[config.mk]
export PLATFORM = sky130hd
export DESIGN_NAME = axi_port_monitor_flat
export DESIGN_NICKNAME = d
export VERILOG_FILES = /design/src/rtl/axi_port_monitor_if.sv /design/src/rtl/axi_port_monitor.sv /design/src/flat_wrapper.sv
export SDC_FILE = /design/constraint.sdc
export NUM_CORES = 1
export LEC_CHECK = 0
export ABC_AREA = 0
export BUFFER_PORTS_ARGS = -buffer_cell sky130_fd_sc_hd__buf_2
export CAP_MARGIN = 15
export CORE_MARGIN = 3
export CORE_UTILIZATION = 52
export CTS_CLUSTER_DIAMETER = 30
export DETAILED_ROUTE_END_ITERATION = 6
export PLACE_DENSITY = 0.85
export SETUP_SLACK_MARGIN = 0.4
export SYNTH_ARGS = -nofsm -noshare
export SYNTH_HDL_FRONTEND = slang
export SYNTH_SLANG_ARGS = --single-unit
[constraint.sdc]
create_clock -name clk -period 5.26 [get_ports clk]
set_input_delay 1.052 -clock clk [delete_from_list [all_inputs] [get_ports clk]]
set_output_delay 1.052 -clock clk [all_outputs]
set_load 0.05 [all_outputs]
[src/rtl/axi_port_monitor_if.sv]
// Per-port AXI handshake bundle observed by axi_port_monitor.
// Bit i (or slice i for lengths) belongs to master port i.
interface axi_port_monitor_if #(
  parameter int NUM_PORTS = 4,
  parameter int LEN_WIDTH = 8
);
  logic [NUM_PORTS-1:0]           awvalid, awready;
  logic [NUM_PORTS-1:0]           arvalid, arready;
  logic [NUM_PORTS-1:0]           wvalid, wready, wlast;
  logic [NUM_PORTS-1:0]           bvalid, bready;
  logic [NUM_PORTS-1:0]           rvalid, rready, rlast;
  logic [NUM_PORTS*LEN_WIDTH-1:0] awlen, arlen;

  modport master (
    output awvalid, awready, arvalid, arready, wvalid, wready, wlast,
           bvalid, bready, rvalid, rready, rlast, awlen, arlen
  );

  modport slave (
    input  awvalid, awready, arvalid, arready, wvalid, wready, wlast,
           bvalid, bready, rvalid, rready, rlast, awlen, arlen
  );
endinterface

[src/rtl/axi_port_monitor.sv]
// Passive AXI protocol checker: per-port burst tracking, sticky error flags and event counter.
// Define AXI_PORT_MONITOR_MSG_EN to get a simulation $error on every flag rising edge.
module axi_port_monitor #(
  parameter int NUM_PORTS      = 4,
  parameter int LEN_WIDTH      = 8,
  parameter int TIMEOUT_CYCLES = 256
) (
  input  logic                   clk,
  input  logic                   reset,
  axi_port_monitor_if.slave      bus,
  input  logic                   clear_i,
  output logic [NUM_PORTS*4-1:0] err_o,
  output logic                   err_any_o,
  output logic [15:0]            err_count_o
);

  localparam logic [1:0] W_IDLE = 2'd0;
  localparam logic [1:0] W_DATA = 2'd1;
  localparam logic [1:0] W_RESP = 2'd2;
  localparam logic       R_IDLE = 1'b0;
  localparam logic       R_DATA = 1'b1;
  localparam int         STALL_W = $clog2(TIMEOUT_CYCLES + 1);

  logic [NUM_PORTS*4-1:0] new_flags;
  logic [NUM_PORTS*4-1:0] err_q, flags_next;
  logic [15:0]            err_count_q, count_next;

  for (genvar p = 0; p < NUM_PORTS; p++) begin : g_port
    logic                 aw_hs, ar_hs, w_hs, b_hs, r_hs, any_hs;
    logic [LEN_WIDTH-1:0] awlen_p, arlen_p;
    logic [1:0]           w_state;
    logic                 r_state;
    logic [LEN_WIDTH-1:0] w_cnt, r_cnt;
    logic [STALL_W-1:0]   stall;
    logic                 aw_pend, ar_pend, w_pend;
    logic                 hs_viol, wlast_viol, rlast_viol, timeout_hit, busy;

    assign aw_hs  = bus.awvalid[p] & bus.awready[p];
    assign ar_hs  = bus.arvalid[p] & bus.arready[p];
    assign w_hs   = bus.wvalid[p]  & bus.wready[p];
    assign b_hs   = bus.bvalid[p]  & bus.bready[p];
    assign r_hs   = bus.rvalid[p]  & bus.rready[p];
    assign any_hs = aw_hs | ar_hs | w_hs | b_hs | r_hs;
    assign busy   = (w_state != W_IDLE) | (r_state != R_IDLE);

    assign awlen_p = bus.awlen[p*LEN_WIDTH +: LEN_WIDTH];
    assign arlen_p = bus.arlen[p*LEN_WIDTH +: LEN_WIDTH];

    // *_pend remembers "valid was up last cycle and was not accepted".
    assign hs_viol = (aw_pend & ~bus.awvalid[p])
                   | (ar_pend & ~bus.arvalid[p])
                   | (w_pend  & ~bus.wvalid[p])
                   | (aw_hs & (w_state != W_IDLE))
                   | (ar_hs & (r_state != R_IDLE))
                   | (w_hs  & (w_state == W_IDLE));

    assign wlast_viol  = w_hs & (w_state == W_DATA) & (bus.wlast[p] != (w_cnt == '0));
    assign rlast_viol  = r_hs & (r_state == R_DATA) & (bus.rlast[p] != (r_cnt == '0));
    assign timeout_hit = ~any_hs & busy & (stall == STALL_W'(TIMEOUT_CYCLES - 1));

    assign new_flags[p*4 +: 4] = {timeout_hit, rlast_viol, wlast_viol, hs_viol};

    // NOTE: sequential state uses non-blocking (<=) so every register samples pre-edge values.
    always_ff @(posedge clk or posedge reset) begin
      if (reset) begin
        w_state <= W_IDLE;
        r_state <= R_IDLE;
        w_cnt   <= '0;
        r_cnt   <= '0;
        stall   <= '0;
        aw_pend <= 1'b0;
        ar_pend <= 1'b0;
        w_pend  <= 1'b0;
      end else begin
        aw_pend <= bus.awvalid[p] & ~bus.awready[p];
        ar_pend <= bus.arvalid[p] & ~bus.arready[p];
        w_pend  <= bus.wvalid[p]  & ~bus.wready[p];

        case (w_state)
          W_IDLE: if (aw_hs) begin
            w_state <= W_DATA;
            w_cnt   <= awlen_p;
          end
          W_DATA: if (w_hs) begin
            if (w_cnt == '0) w_state <= W_RESP;
            else             w_cnt   <= w_cnt - 1'b1;
          end
          W_RESP: if (b_hs) w_state <= W_IDLE;
          default: w_state <= W_IDLE;
        endcase

        if (r_state == R_IDLE) begin
          if (ar_hs) begin
            r_state <= R_DATA;
            r_cnt   <= arlen_p;
          end
        end else if (r_hs) begin
          if (r_cnt == '0) r_state <= R_IDLE;
          else             r_cnt   <= r_cnt - 1'b1;
        end

        // Saturates so a long stall cannot wrap and re-arm the timeout.
        if (any_hs || !busy)                          stall <= '0;
        else if (stall != STALL_W'(TIMEOUT_CYCLES))   stall <= stall + 1'b1;
      end
    end
  end

  // A flag raised in the same cycle as clear_i survives the clear.
  always_comb begin
    // NOTE: defaults first so no path leaves a variable unassigned and infers a latch.
    flags_next = err_q | new_flags;
    count_next = err_count_q;
    if (clear_i) begin
      flags_next = new_flags;
      count_next = (|new_flags) ? 16'd1 : 16'd0;
    end else if ((|(new_flags & ~err_q)) && (err_count_q != 16'hFFFF)) begin
      count_next = err_count_q + 16'd1;
    end
  end

  // NOTE: only control/status registers exist here; all of them take the async reset.
  always_ff @(posedge clk or posedge reset) begin
    if (reset) begin
      err_q       <= '0;
      err_count_q <= '0;
    end else begin
      err_q       <= flags_next;
      err_count_q <= count_next;
    end
  end

  assign err_o       = err_q;
  assign err_any_o   = |err_q;
  assign err_count_o = err_count_q;

`ifdef AXI_PORT_MONITOR_MSG_EN
  always @(posedge clk) begin
    if (!reset) begin
      for (int i = 0; i < NUM_PORTS*4; i++) begin
        if (flags_next[i] && !err_q[i])
          $error("axi_port_monitor: port %0d flag bit %0d raised", i / 4, i % 4);
      end
    end
  end
`endif

endmodule

[src/flat_wrapper.sv]
// flat-port wrapper written by rule: the top's interface ports become plain ports
module axi_port_monitor_flat 
#(
  parameter int NUM_PORTS      = 4,
  parameter int LEN_WIDTH      = 8,
  parameter int TIMEOUT_CYCLES = 256
)
  (clk, reset, clear_i, err_o, err_any_o, err_count_o, bus_awvalid, bus_awready, bus_arvalid, bus_arready, bus_wvalid, bus_wready, bus_wlast, bus_bvalid, bus_bready, bus_rvalid, bus_rready, bus_rlast, bus_awlen, bus_arlen);
  axi_port_monitor_if #(.NUM_PORTS(NUM_PORTS), .LEN_WIDTH(LEN_WIDTH)) bus_i ();
  input  logic clk;
  input  logic reset;
  input  logic clear_i;
  output logic [NUM_PORTS*4-1:0] err_o;
  output logic err_any_o;
  output logic [15:0] err_count_o;
  input wire logic [$bits(bus_i.awvalid)-1:0] bus_awvalid;
  input wire logic [$bits(bus_i.awready)-1:0] bus_awready;
  input wire logic [$bits(bus_i.arvalid)-1:0] bus_arvalid;
  input wire logic [$bits(bus_i.arready)-1:0] bus_arready;
  input wire logic [$bits(bus_i.wvalid)-1:0] bus_wvalid;
  input wire logic [$bits(bus_i.wready)-1:0] bus_wready;
  input wire logic [$bits(bus_i.wlast)-1:0] bus_wlast;
  input wire logic [$bits(bus_i.bvalid)-1:0] bus_bvalid;
  input wire logic [$bits(bus_i.bready)-1:0] bus_bready;
  input wire logic [$bits(bus_i.rvalid)-1:0] bus_rvalid;
  input wire logic [$bits(bus_i.rready)-1:0] bus_rready;
  input wire logic [$bits(bus_i.rlast)-1:0] bus_rlast;
  input wire logic [$bits(bus_i.awlen)-1:0] bus_awlen;
  input wire logic [$bits(bus_i.arlen)-1:0] bus_arlen;
  assign bus_i.awvalid = bus_awvalid;
  assign bus_i.awready = bus_awready;
  assign bus_i.arvalid = bus_arvalid;
  assign bus_i.arready = bus_arready;
  assign bus_i.wvalid = bus_wvalid;
  assign bus_i.wready = bus_wready;
  assign bus_i.wlast = bus_wlast;
  assign bus_i.bvalid = bus_bvalid;
  assign bus_i.bready = bus_bready;
  assign bus_i.rvalid = bus_rvalid;
  assign bus_i.rready = bus_rready;
  assign bus_i.rlast = bus_rlast;
  assign bus_i.awlen = bus_awlen;
  assign bus_i.arlen = bus_arlen;
  axi_port_monitor #(.NUM_PORTS(NUM_PORTS), .LEN_WIDTH(LEN_WIDTH), .TIMEOUT_CYCLES(TIMEOUT_CYCLES)) u_core (.clk(clk), .reset(reset), .bus(bus_i), .clear_i(clear_i), .err_o(err_o), .err_any_o(err_any_o), .err_count_o(err_count_o));
endmodule
-- Yosys cells after proc, flatten, opt, wreduce, memory -nomap -nowiden
Cells that the tools add are included.
- input bits: 115
- logic and storage cells: 384
- bits in registers: 156
- output and inout port bits: 33
- reduce and logical (&&, ||, !) cells: 53
- bitwise logic cells: 151
- equal/unequal tests: 53
- mux-type cells: 80
- $add $sub $neg: 13
- operators with widths (operator ; count):
    8-bit two-way mux ; 28
    1-bit bitwise AND ; 80
    9-bit two-way mux ; 8
    8-bit logical NOT ; 8
    8-bit one-hot mux with 2 select lines ; 4
    8-bit by 1-bit subtractor with 8-bit output (second input constant) ; 8
    16-bit two-way mux ; 3
    16-bit OR reduction ; 3
    1-bit OR ; 40
    9-bit by 1-bit adder with 9-bit output (second input constant) ; 4
    9-bit by 8-bit equality test with 1-bit output (second input constant) ; 4
    9-bit inequality test (second input constant) ; 4
    2-bit nonzero test ; 17
    2-bit two-way mux ; 16
    2-bit by 1-bit inequality test with 1-bit output (second input constant) ; 16
    4-bit AND reduction ; 8
    1-bit NOT ; 28
    2-bit inequality test (second input constant) ; 12
    2-bit one-hot mux with 3 select lines ; 4
    1-bit two-way mux ; 17
    16-bit by 1-bit adder with 16-bit output (second input constant) ; 1
    16-bit bitwise AND ; 1
    16-bit inequality test (second input constant) ; 1
    16-bit NOT ; 1
    other kinds (9) ; 34

-- Longest topological paths before layout
Gate-level depths: netlist of run 1.
- word-level depth: 13
- mapped depth: 14
- mapped depth without buffers: 12

-- Least setup slack after synthesis of run 1
OpenSTA, ideal clock, no wires.
- path type: input to register
- from: in bus_awvalid[0]
- to: reg u_core.err_count_q[9], in the netlist u_core.err_count_o[9]
- library setup time: 78 ps
- data required time: 5182 ps
- buffers on the path: 1
- path slack: 2109 ps
- arrival: 3073 ps
- cell stages on the path: 9
- cell sequence: a222oi_1 > nand3_2 > or3b_1 > nor4bb_1 > o2111ai_1 > o21ai_2 > buf_6 > or4_1 > a21oi_1
- cells in the longest elaborated chain, start to end: 12
- elaborated cells between the ends (all ways): 20
- classes of those cells: bitwise: 17; reduce/logical: 3
- ends and longest elaborated chain (what ; RTL line ; source):
    start: declaration ; flat_wrapper.sv:16 ; input wire logic [$bits(bus_i.awvalid)-1:0] bus_awvalid;
    1-bit bitwise AND ; axi_port_monitor.sv:38 ; assign aw_hs = bus.awvalid[p] & bus.awready[p];
    1-bit OR (4 in series) ; axi_port_monitor.sv:43 ; assign any_hs = aw_hs | ar_hs | w_hs | b_hs | r_hs;
    1-bit NOT ; axi_port_monitor.sv:59 ; assign timeout_hit = ~any_hs & busy & (stall == STALL_W'(TIMEOUT_CYCLES - 1));
    1-bit bitwise AND (2 in series) ; axi_port_monitor.sv:59 ;
    16-bit bitwise AND * ; axi_port_monitor.sv:117 ; end else if ((|(new_flags & ~err_q)) && (err_count_q != 16'hFFFF)) begin
    16-bit OR reduction * ; axi_port_monitor.sv:117 ;
    1-bit logical AND * ; axi_port_monitor.sv:117 ;
    2-bit nonzero test (no line) * ; n/a ;
    end signal: assignment ; axi_port_monitor.sv:129 ; err_count_q <= count_next;
    end: declaration ; axi_port_monitor.sv:26 ; logic [15:0] err_count_q, count_next;
Mark *: on every way between the ends. The rest lies on a longest branch, timed or not.
A chain may end at the register's enable or synchronous reset.

-- Final worst setup path of run 1
- from: in bus_arvalid[3]
- to: reg u_core.err_count_q[9], in the netlist u_core.err_count_o[9]
- cells in the longest elaborated chain, start to end: 12
- elaborated cells between the ends (all ways): 20
- classes of those cells: bitwise: 17; reduce/logical: 3
- ends and longest elaborated chain (what ; RTL line ; source):
    start: declaration ; flat_wrapper.sv:18 ; input wire logic [$bits(bus_i.arvalid)-1:0] bus_arvalid;
    1-bit bitwise AND ; axi_port_monitor.sv:39 ; assign ar_hs = bus.arvalid[p] & bus.arready[p];
    1-bit OR (4 in series) ; axi_port_monitor.sv:43 ;
    1-bit NOT ; axi_port_monitor.sv:59 ;
    1-bit bitwise AND (2 in series) ; axi_port_monitor.sv:59 ;
    16-bit bitwise AND * ; axi_port_monitor.sv:117 ;
    16-bit OR reduction * ; axi_port_monitor.sv:117 ;
    1-bit logical AND * ; axi_port_monitor.sv:117 ;
    2-bit nonzero test (no line) * ; n/a ;
Marked as above.

==> Flow_metrics.wiki, run 1 <==
{| class="wikitable"
! Metric !! Value
|-
| Result of the run || complete, no violations
|-
| Count of inserted antenna diode cells || 0
|-
| Number of flip-flops and latches in the synthesized netlist || approximately 160
|-
| Min Clock Period, post-route || around 3.6 ns
|-
| RSZ-0062 raised after global routing || no
|-
| Clk sink count || about 160
|-
| CP Class || primary input to register
|-
| Most used cells in the layout excluding fill and tap cells || 156 x dfrtp_1, 147 x buf_2, 117 x nor2_1
|-
| Max Cap Viol || 0
|-
| Total number of placement rows || 46
|-
| All-layer global routing usage || roughly a quarter
|-
| Area of the die || about 0.018 mm^2
|-
| Most common cell after layout, fill and taps aside || dfrtp_1
|-
| Number of enable flip-flop cells after synthesis || 0
|-
| Number of hold violations in the final report || 0
|-
| TritonRoute pass-1 iters || 5
|-
| Area of the multi-input gates || 0.00448 mm^2
|-
| WP data required || ~5.6 ns
|-
| Worst max-slew margin expressed relative to the limit || 35.4%
|-
| Placer's final routability congestion estimate || approximately 0.9
|-
| Synthesized instance count || between 1000 and 1500
|-
| Vias in the first global route || 7556
|-
| Drt drc || 0
|-
| Final setup violation count || 0
|-
| Endpoint class of the critical path || register
|-
| Final setup TNS || 0 ns
|-
| First-pass GRT wire length || between 30 and 40 mm
|-
| Dpl hpwl || around 16 mm
|-
| Total power per unit cell area || just under 400 mW/mm^2
|-
| Initial antenna violation count || 1
|-
| Worst-path fanout max || 29
|-
| Initial core utilization || a little over half
|-
| Peak VDD IR || ~0.00025 V
|-
| Netlist area before placement || roughly 0.009 mm^2
|-
| Inst Count DP || 1359
|-
| Count of warnings emitted by yosys || 0
|-
| Worst min path class || register to register
|-
| Vias per cell || 5.84
|-
| Signed area change from the synthesized netlist to the final layout || 16.9%
|-
| Leakage dissipation || between 4 and 5 nW
|-
| Non-filler cells in the finished layout || roughly 1400
|-
| Height of the die || 136 um
|-
| Gates resized, CTS repair || 0
|-
| Fraction of the yosys area taken by sequential cells || roughly 44%
|-
| I/O Pins || about 150
|-
| Clock tree skew after final layout || 0.0117 ns
|-
| FFs w/ async S/R, synth || 100%
|-
| H-tree lvl count || 4
|-
| GRT overflow || 0
|-
| Max Transition Viols Final || 0
|-
| Crit path launch type || primary input
|-
| Primary FF master, synth || dfrtp_1
|-
| Share of the cycle needed by the critical path after routing || 68.7%
|-
| Fraction of the core area covered by cells at the end of the flow || a little under two thirds
|-
| Count of port buffers added during placement || about 150
|-
| CTS tree || yes
|-
| Cell chain of the critical path || buf_2 -> a222oi_1 -> nand4_1 -> or3b_2 -> o2111a_1 -> o2111ai_1 -> o21ai_2 -> or4_1 -> a21oi_1
|-
| Achievable Freq || between 200 and 300 MHz
|-
| Total wire length after detailed routing || roughly 22 mm
|-
| Number of DRC violations after detailed-routing iteration 0 || around 570
|-
| Syn_nets || roughly 1200
|-
| Nets || 1300
|-
| Fill cell count || 1372
|-
| Count of antenna-violating nets left after detailed routing || 0
|-
| Pin count of the biggest net entering global routing || ~160
|-
| Detailed-route wire length per cell || roughly 16 um
|-
| Slowest cell delay on critical path || around 0.60 ns
|-
| Syn_area_per_cell || 8.56 um^2
|-
| Area occupied by registers || approximately 0.0039 mm^2
|-
| CTS Hold Bufs || 0
|-
| Clock transition at path regs || about 0.060 ns
|-
| Core Area || ~0.016 mm^2
|-
| CTS max path bufs || 2
|-
| Clock insertion delay at the later pin of the skew report || 0.42 ns
|-
| Clock root buffer || clkbuf_16
|-
| Via count || around 8100
|-
| Pin slew with the least headroom to its limit || just under 1 ns
|-
| CP arrival || about 4.0 ns
|-
| Post CTS Setup Buffer Count || 0
|-
| Inserted Clock Buffers || 17
|-
| Number of distinct library cells after synthesis || 67
|-
| Fraction of layout instances using a drive strength above 1 || 16.8%
|-
| Die width || ~140 um
|-
| Worst path slowest cell || or3b_2
|-
| Hold slack || just over 0.5 ns
|}
## synthesized netlist by cell type (20+ instances only)
cell | instances | share of area [%]
nor3_1 | 27 | 1.5
a21oi_1 | 87 | 5.0
clkbuf_1 | 25 | 1.1
ha_1 | 22 | 3.1
nand3_1 | 56 | 3.2
or3_1 | 30 | 2.1
dfrtp_1 | 156 | 44
o21ai_0 | 84 | 4.8
nand2_1 | 80 | 3.4
inv_1 | 68 | 2.9
and3_1 | 20 | 1.4
nor2_1 | 117 | 5.0
## worst max-delay path, delay by kind of cell
| family | cells | cell delay, ns |
|---|---|---|
| AO/OA/AOI/OAI | 5 | 1.12 |
| AND/OR/NAND/NOR | 3 | 1.63 |
| buffers and inverters | 1 | 0.13 |
## where the power goes
part	switching [W]	leakage [nW]	total, W	internal (W)
sequential	0.000267	1.97	0.00170	0.00143
combinational	0.000668	2.32	0.00111	0.000442
clock	0.000475	0.281	0.00121	0.000734
## registers in the layout, summed over array words and instances, names as in the netlist
| signal | cells |
|---|---|
| u_core.g_port.aw_pend | 4 |
| u_core.g_port.ar_pend | 4 |
| u_core.err_o | 16 |
| u_core.g_port.w_state | 8 |
| u_core.g_port.r_cnt | 32 |
| u_core.g_port.r_state | 4 |
| u_core.g_port.w_pend | 4 |
| u_core.g_port.stall | 36 |
| u_core.g_port.w_cnt | 32 |
| u_core.err_count_o | 16 |
## path summary, 6_finish.rpt
check	start	endpoint	slack, ns	depth (start not counted)
worst min register to register	u_core.g_port[1].w_cnt[1]	u_core.g_port[1].w_cnt[1]	0.51	2
worst min-delay path	u_core.g_port[1].w_cnt[1]	u_core.g_port[1].w_cnt[1]	0.51	2
min in group asynchronous	reset	u_core.g_port[3].r_cnt[6]	0.87	3
worst max-delay path	bus_arvalid[3]	u_core.err_count_o[9]	1.65	9
max in group asynchronous	reset	u_core.g_port[0].w_cnt[4]	3.79	3
worst max register to register	u_core.g_port[1].stall[0]	u_core.err_count_o[13]	1.69	12
## per-stage QoR
| stage | instance area (um^2) | setup WS [ns] | power (W) |
|---|---|---|---|
| 6_report | 10300 | 1.65 | 0.00402 |
| 4_1_cts | 10200 | 1.68 | 0.00403 |
| 5_1_grt | 10300 | 1.31 | 0.00430 |
| 3_3_place_gp | 9670 | 1.32 | 0.00276 |
| 2_1_floorplan | 8780 | 2.11 | 0.00253 |
| 3_5_place_dp | 9670 | 1.23 | 0.00281 |
## kinds of logic after synthesis
family                   Yosys count  synth area share [%]
AND/OR/NAND/NOR                  431                  24.7
AO/OA/AOI/OAI                    277                  18.9
flip-flops                       156                  44.5
buffers and inverters             99                  4.46
XOR/XNOR                          26                  2.59
adder cells (fa/ha/maj)           22                  3.14
multiplexers                      14                  1.65
## area by class of cell
class | count | share of cell area [%]
multi-input cells | 770 | 43.7
flip-flops and latches | 156 | 38.0
repair buffers | 149 | 7.49
clock buffers | 25 | 4.73
well taps | 216 | 2.63
inverters | 69 | 2.56
clock inverters | 7 | 0.854
## routing by layer
metal / GRT usage (%) / vias up / wire (um)
li1: - / 3978 / -
met1: 31.8 / 3861 / 9360
met2: 38.6 / 249 / 10400
met3: 5.92 / 34 / 1510
met4: 5.99 / 2 / 311
met5: 0 / - / 13
No activity file was read; power rests on OpenSTA's default activity.
==> inputs of run 2 (changes only) <==
==> constraint.sdc (replaced) <==
create_clock -name clk -period 3.1 [get_ports clk]
set_input_delay 0.62 -clock clk [delete_from_list [all_inputs] [get_ports clk]]
set_output_delay 0.62 -clock clk [all_outputs]
set_load 0.05 [all_outputs]
==> Flow_metrics.wiki, run 2 (same netlist as run 1, synthesis figures left out) <==
{| class="wikitable"
! Metric !! Value
|-
| WP data required || approximately 3.5 ns
|-
| Die width || ~140 um
|-
| Height of the die || ~140 um
|-
| Failing checks || design-rule violations
|-
| Max Cap Viol || 0
|-
| Endpoint class of the critical path || register
|-
| Count of antenna-violating nets left after detailed routing || 0
|-
| CTS max path bufs || 2
|-
| Register containing the most flip-flops in the final layout || u_core.g_port.stall
|-
| Detailed-route wire length per cell || 15.8 um
|-
| Via count || 8426
|-
| Clock tree skew after final layout || approximately 0.007 ns
|-
| Initial antenna violation count || 0
|-
| Slowest cell delay on critical path || between 0.3 and 0.4 ns
|-
| Final Total Pwr || approximately 0.0071 W
|-
| Result of the run || finished with violations
|-
| Final Instance Area || between 0.01 and 0.015 mm^2
|-
| Clock insertion delay at the later pin of the skew report || between 0.4 and 0.5 ns
|-
| Share of the cycle needed by the critical path after routing || between 90% and 100%
|-
| Worst max-slew margin expressed relative to the limit || a little under half
|-
| Proportion of power drawn by flip-flops and latches || 40.1%
|-
| Achievable Freq || around 350 MHz
|-
| Leakage dissipation || between 4 and 5 nW
|-
| Clk sink count || around 160
|-
| Total wire length after detailed routing || between 20 and 25 mm
|-
| Dpl hpwl || roughly 16 mm
|-
| Inserted Clock Buffers || 17
|-
| Worst-path fanout max || 5
|-
| Area of the die || 0.0185 mm^2
|-
| First-pass GRT wire length || between 30 and 40 mm
|-
| Max Transition Viols Final || 0
|-
| CTS tree || yes
|-
| I/O Pins || between 100 and 150
|-
| CTS Hold Bufs || 0
|-
| CP Class || register to register
|-
| Fill cell count || approximately 1300
|-
| Nets || 1340
|-
| Vias per cell || 5.88
|-
| All-layer global routing usage || 24.4%
|-
| Count of inserted antenna diode cells || 0
|-
| Pin slew with the least headroom to its limit || 0.813 ns
|-
| Total power per unit cell area || 664 mW/mm^2
|-
| Total number of placement rows || 46
|-
| Registers with the highest flip-flop counts || u_core.g_port.stall x36, u_core.g_port.r_cnt x32, u_core.g_port.w_cnt x32
|-
| GRT overflow || 0
|-
| Peak VDD IR || approximately 0.00048 V
|-
| RSZ-0062 raised after global routing || yes
|-
| Proportion of power drawn by the clock network || around 31%
|-
| Initial core utilization || approximately 54%
|-
| Cell chain of the critical path || and3_1 -> and3_4 -> and3_4 -> ha_4 -> nor2b_4 -> and4_1 -> a211o_1 -> nor4bb_4 -> o2111ai_2 -> o21ai_4 -> buf_6 -> buf_6 -> o31ai_1 -> a21oi_1
|-
| Min Clock Period, post-route || 2.88 ns
|-
| Signed area change from the synthesized netlist to the final layout || 22.3%
|-
| Switching portion of total power || between 30% and 40%
|-
| Clock transition at path regs || ~0.060 ns
|-
| Number of DRC violations after detailed-routing iteration 0 || 698
|-
| Vias in the first global route || ~7700
|-
| Crit path launch type || register
|-
| Inst Count DP || 1389
|-
| Net switching power figure || about 0.0025 W
|-
| Placer's final routability congestion estimate || just under 0.9
|-
| H-tree lvl count || 4
|-
| CP arrival || between 3 and 4 ns
|-
| Final setup violation count || 0
|-
| Number of hold violations in the final report || 0
|-
| Area after DPL || approximately 0.0099 mm^2
|-
| Combinational Power Share || 29.2%
|-
| TritonRoute pass-1 iters || 7
|-
| Fraction of the core area covered by cells at the end of the flow || approximately two thirds
|-
| Drt drc || 18
|-
| Pin count of the biggest net entering global routing || between 40 and 50
|-
| Cell internal power dissipation || 0.00460 W
|-
| Count of port buffers added during placement || about 150
|-
| Clock root buffer || clkbuf_16
|-
| Fraction of layout instances using a drive strength above 1 || a little over a fifth
|-
| Most common cell after layout, fill and taps aside || dfrtp_1
|-
| Non-filler cells in the finished layout || ~1400
|-
| Worst path slowest cell || dfrtp_1
|-
| Core Area || 0.0162 mm^2
|-
| Most used cells in the layout excluding fill and tap cells || 155 x dfrtp_1, 149 x buf_2, 115 x nor2_1
|-
| Flip-flop count of the largest register, all copies and words added || 36
|-
| Worst min path class || primary input to async pin
|}
[run 2: changes by cell type in the layout (fill, tap and decap cells not counted), moves of 3 or more]
cell	previous run	this run
clkinv_4	0	4
buf_4	0	35
buf_6	0	3
ha_1	22	18
clkbuf_1	5	0
[run 2: what timing repair did]
action / 4_1_cts / 5_1_grt
buffers inserted: 5 / 3
cloned: 3 / 0
endpoints found under the hold margin: 0 / 0
gates resized for setup: 9 / 13
endpoints found under the setup margin: 16 / 18
pin swaps: 7 / 1
[run 2: power by group through the flow]
| stage | Sequential [W] | Combinational (W) | Clock [W] |
|---|---|---|---|
| final | 0.00286 | 0.00208 | 0.00219 |
| after detailed placement | 0.00288 | 0.00199 | 0 |
| after CTS | 0.00285 | 0.00204 | 0.00223 |
| after global placement | 0.00286 | 0.00191 | 0 |
| after global routing | 0.00293 | 0.00234 | 0.00231 |
| after floorplan | 0.00287 | 0.00143 | 0 |
[run 2: final cells by class]
| type | instances | area [um^2] | share of cell area, % |
|---|---|---|---|
| Clock inverter | 13 | 166 | 1.55 |
| Multi-Input combinational cell | 770 | 4600 | 42.8 |
| Tap cell | 216 | 270 | 2.52 |
| Sequential cell | 156 | 3910 | 36.4 |
| Clock buffer | 19 | 453 | 4.22 |
| Timing Repair Buffer | 189 | 1080 | 10.1 |
| Inverter | 69 | 263 | 2.45 |
[run 2: worst max-delay path: cells and delay by family, from the launching register on]
family / cells / cell delay, ns
buf+inv: 2 / 0.23
compound gates: 5 / 0.91
fa+ha+maj: 1 / 0.15
simple gates: 6 / 1.10
flops: 1 / 0.38
[run 2: through the flow]
| step | hold WS (ns) | TNS (ns) | setup WS [ns] |
|---|---|---|---|
| floorplan | 0.465 | 0 | 0.310 |
| global placement | 0.487 | 0 | 0.0568 |
| detailed placement | 0.501 | -0.0313 | -0.0313 |
| CTS | 0.336 | 0 | 0.178 |
| global route | 0.342 | 0 | 0.0747 |
| finish | 0.340 | 0 | 0.221 |
[run 2: worst paths after layout]
check	from	to	slack, ns	cells past startpoint
setup / recovery	u_core.g_port[1].stall[5]	u_core.err_count_o[11]	0.22	14
hold / removal	reset	u_core.g_port[2].w_cnt[5]	0.34	2
setup reg to reg	u_core.g_port[1].stall[5]	u_core.err_count_o[11]	0.22	14
hold reg to reg	u_core.g_port[3].r_cnt[0]	u_core.g_port[3].r_cnt[0]	0.51	1
max in group asynchronous	reset	u_core.g_port[1].w_cnt[3]	2.06	3
min in group clk	bus_awready[3]	u_core.g_port[3].aw_pend	0.35	2
[run 2: layer usage]
metal	GRT usage, %	part of all wire [%]	up-vias
met3	4.89	6.6	50
met5	0	0	-
met4	9.01	2.5	0
met2	39.9	47	318
met1	32.3	44	3999
li1	-	-	4059
==> inputs of run 3 (changes only) <==
--- a/config.mk
+++ b/config.mk
@@ -9,10 +9,10 @@
 export BUFFER_PORTS_ARGS = -buffer_cell sky130_fd_sc_hd__buf_2
 export CAP_MARGIN = 15
 export CORE_MARGIN = 3
-export CORE_UTILIZATION = 52
+export CORE_UTILIZATION = 57
 export CTS_CLUSTER_DIAMETER = 30
 export DETAILED_ROUTE_END_ITERATION = 6
-export PLACE_DENSITY = 0.85
+export PLACE_DENSITY = 0.88
 export SETUP_SLACK_MARGIN = 0.4
 export SYNTH_ARGS = -nofsm -noshare
 export SYNTH_HDL_FRONTEND = slang
==> constraint.sdc (replaced) <==
create_clock -name clk -period 3 [get_ports clk]
set_input_delay 0.6 -clock clk [delete_from_list [all_inputs] [get_ports clk]]
set_output_delay 0.6 -clock clk [all_outputs]
set_load 0.05 [all_outputs]
==> Flow_metrics.wiki, run 3 (same netlist as run 1, synthesis figures left out) <==
{| class="wikitable"
! Metric !! Value
|-
| Result of the run || finished with violations
|-
| Failing checks || negative setup slack
|-
| GRT overflow || 0
|-
| Net switching power figure || about 0.0027 W
|-
| Number of hold violations in the final report || 0
|-
| Share of the cycle needed by the critical path after routing || 101%
|-
| Most used cells in the layout excluding fill and tap cells || 155 x dfrtp_1, 147 x buf_2, 115 x nor2_1
|-
| Registers with the highest flip-flop counts || u_core.g_port.stall x36, u_core.g_port.r_cnt x32, u_core.g_port.w_cnt x32
|-
| Final setup violation count || 2
|-
| Clock root buffer || clkbuf_16
|-
| Pin slew with the least headroom to its limit || roughly 0.96 ns
|-
| All-layer global routing usage || 27.7%
|-
| TritonRoute pass-1 iters || 6
|-
| Number of DRC violations after detailed-routing iteration 0 || 874
|-
| Peak VDD IR || 0.000560 V
|-
| Inserted Clock Buffers || 17
|-
| Setup WS post-layout || -0.0280 ns
|-
| Fraction of layout instances using a drive strength above 1 || between 20% and 30%
|-
| Total number of placement rows || 44
|-
| Initial antenna violation count || 0
|-
| First-pass GRT wire length || between 30 and 40 mm
|-
| Drt drc || 0
|-
| Achievable Freq || 330 MHz
|-
| Area of the multi-input gates || around 0.0047 mm^2
|-
| Die width || ~130 um
|-
| Worst min path class || primary input to async pin
|-
| Worst-path fanout max || 5
|-
| Dpl hpwl || 16.3 mm
|-
| Pin count of the biggest net entering global routing || 78
|-
| Cell internal power dissipation || ~0.0049 W
|-
| CP Class || register to register
|-
| WP data required || ~3.4 ns
|-
| Count of port buffers added during placement || about 150
|-
| Clock insertion delay at the later pin of the skew report || between 0.4 and 0.5 ns
|-
| Via count || between 8000 and 9000
|-
| I/O Pins || around 150
|-
| Total power per unit cell area || ~700 mW/mm^2
|-
| Clk sink count || 156
|-
| Flip-flop count of the largest register, all copies and words added || 36
|-
| Nets || around 1400
|-
| Max Transition Viols Final || 0
|-
| CTS tree || yes
|-
| Non-filler cells in the finished layout || roughly 1400
|-
| RSZ-0062 raised after global routing || yes
|-
| Count of antenna-violating nets left after detailed routing || 0
|-
| Most common cell after layout, fill and taps aside || dfrtp_1
|-
| Inst Count DP || between 1000 and 1500
|-
| Proportion of power drawn by the clock network || 30.4%
|-
| Max Cap Viol || 0
|-
| Area of the die || around 0.017 mm^2
|-
| Crit path launch type || register
|-
| CTS Hold Bufs || 0
|-
| Fill cell count || 1053
|-
| CP arrival || between 3 and 4 ns
|-
| Hold slack || 0.108 ns
|-
| Proportion of power drawn by flip-flops and latches || 39.0%
|-
| Clock tree skew after final layout || between 0.009 and 0.01 ns
|-
| Initial core utilization || around three fifths
|-
| Signed area change from the synthesized netlist to the final layout || 24.8%
|-
| H-tree lvl count || 4
|-
| Placer's final routability congestion estimate || between 0.9 and 1
|-
| Cell with the most instances on the worst path || ha_1
|-
| Leakage dissipation || 4.87 nW
|-
| Fraction of the core area covered by cells at the end of the flow || ~74%
|-
| Core Area || 0.0148 mm^2
|-
| Clock transition at path regs || 0.07 ns
|-
| Count of inserted antenna diode cells || 0
|-
| Total wire length after detailed routing || 23.8 mm
|-
| Vias per cell || 6.11
|-
| Combinational Power Share || 30.6%
|-
| Detailed-route wire length per cell || 16.9 um
|-
| Switching portion of total power || a little over a third
|-
| Vias in the first global route || 7938
|-
| Worst max-slew margin expressed relative to the limit || between 30 and 40%
|-
| Register containing the most flip-flops in the final layout || u_core.g_port.stall
|-
| Area occupied by registers || between 0.003 and 0.004 mm^2
|-
| Final setup TNS || -0.0374 ns
|-
| Endpoint class of the critical path || register
|-
| Slowest cell delay on critical path || ~0.48 ns
|-
| Cell chain of the critical path || ha_1 -> nand3_1 -> nor2_1 -> ha_1 -> or3b_2 -> o2111a_1 -> o2111ai_4 -> o21ai_4 -> buf_4 -> buf_16 -> or4_1 -> a21oi_1
|-
| Height of the die || between 100 and 150 um
|-
| Worst path slowest cell || or4_1
|-
| CTS max path bufs || 2
|-
| Min Clock Period, post-route || 3.03 ns
|}
==> run 3: power groups by stage <==
stage          Sequential [W]  Combinational [W]  Clock [W]
2_1_floorplan         0.00296            0.00147          0
3_3_place_gp          0.00295            0.00199          0
3_5_place_dp          0.00297            0.00209          0
4_1_cts               0.00295            0.00224    0.00234
5_1_grt               0.00304            0.00262    0.00242
6_report              0.00298            0.00234    0.00232
==> run 3: final timing paths <==
| check | start | end | slack, ns | cells past startpoint |
|---|---|---|---|---|
| worst min-delay path | reset | u_core.g_port[2].w_cnt[6] | 0.11 | 2 |
| worst max-delay path | u_core.g_port[3].stall[1] | u_core.err_count_o[11] | -0.03 | 12 |
| max in group asynchronous | reset | u_core.g_port[1].w_state[1] | 2.18 | 3 |
| min in group clk | bus_awready[3] | u_core.g_port[3].aw_pend | 0.34 | 2 |
| worst min register to register | u_core.g_port[3].w_cnt[1] | u_core.g_port[3].w_cnt[1] | 0.51 | 2 |
| worst max register to register | u_core.g_port[3].stall[1] | u_core.err_count_o[11] | -0.03 | 12 |
==> run 3: routing by layer <==
metal | share of wire (%) | up-vias | global-route usage, %
met2 | 49 | 411 | 45.6
li1 | - | 4072 | -
met4 | 1.6 | 0 | 8.25
met5 | 0 | - | 0
met3 | 7.6 | 44 | 5.49
met1 | 41 | 4093 | 37.3
==> run 3: metrics by stage <==
stage / instance area, um^2 / setup slack (ns) / power (W)
6_report: 11000 / -0.0280 / 0.00764
5_1_grt: 11000 / -0.179 / 0.00808
4_1_cts: 10800 / 0.0284 / 0.00752
3_5_place_dp: 9960 / -0.0732 / 0.00506
3_3_place_gp: 9960 / -0.0281 / 0.00494
2_1_floorplan: 8810 / 0.210 / 0.00444
==> run 3: cell type report <==
cell class | count | area share, %
inverters | 69 | 2.40
clock inverters | 14 | 1.78
well taps | 184 | 2.10
clock buffers | 18 | 4.01
multi-input cells | 770 | 42.7
flip-flops and latches | 156 | 35.6
repair buffers | 200 | 11.4
==> run 3: repair_timing <==
item	in CTS	in global routing
setup buffers	10	2
pin swaps	9	19
hold endpoints to repair	0	0
resized for setup	14	28
setup endpoints to repair	17	17
gates cloned	2	1
==> run 3: critical path, delay by kind of cell, from the launching register on <==
| kind | cells | cell delay, ns |
|---|---|---|
| AOI/OAI and AO/OA | 4 | 0.59 |
| buffers and inverters | 2 | 0.28 |
| DFF | 1 | 0.41 |
| adders and majority gates | 2 | 0.44 |
| and+or+nand+nor | 4 | 1.23 |
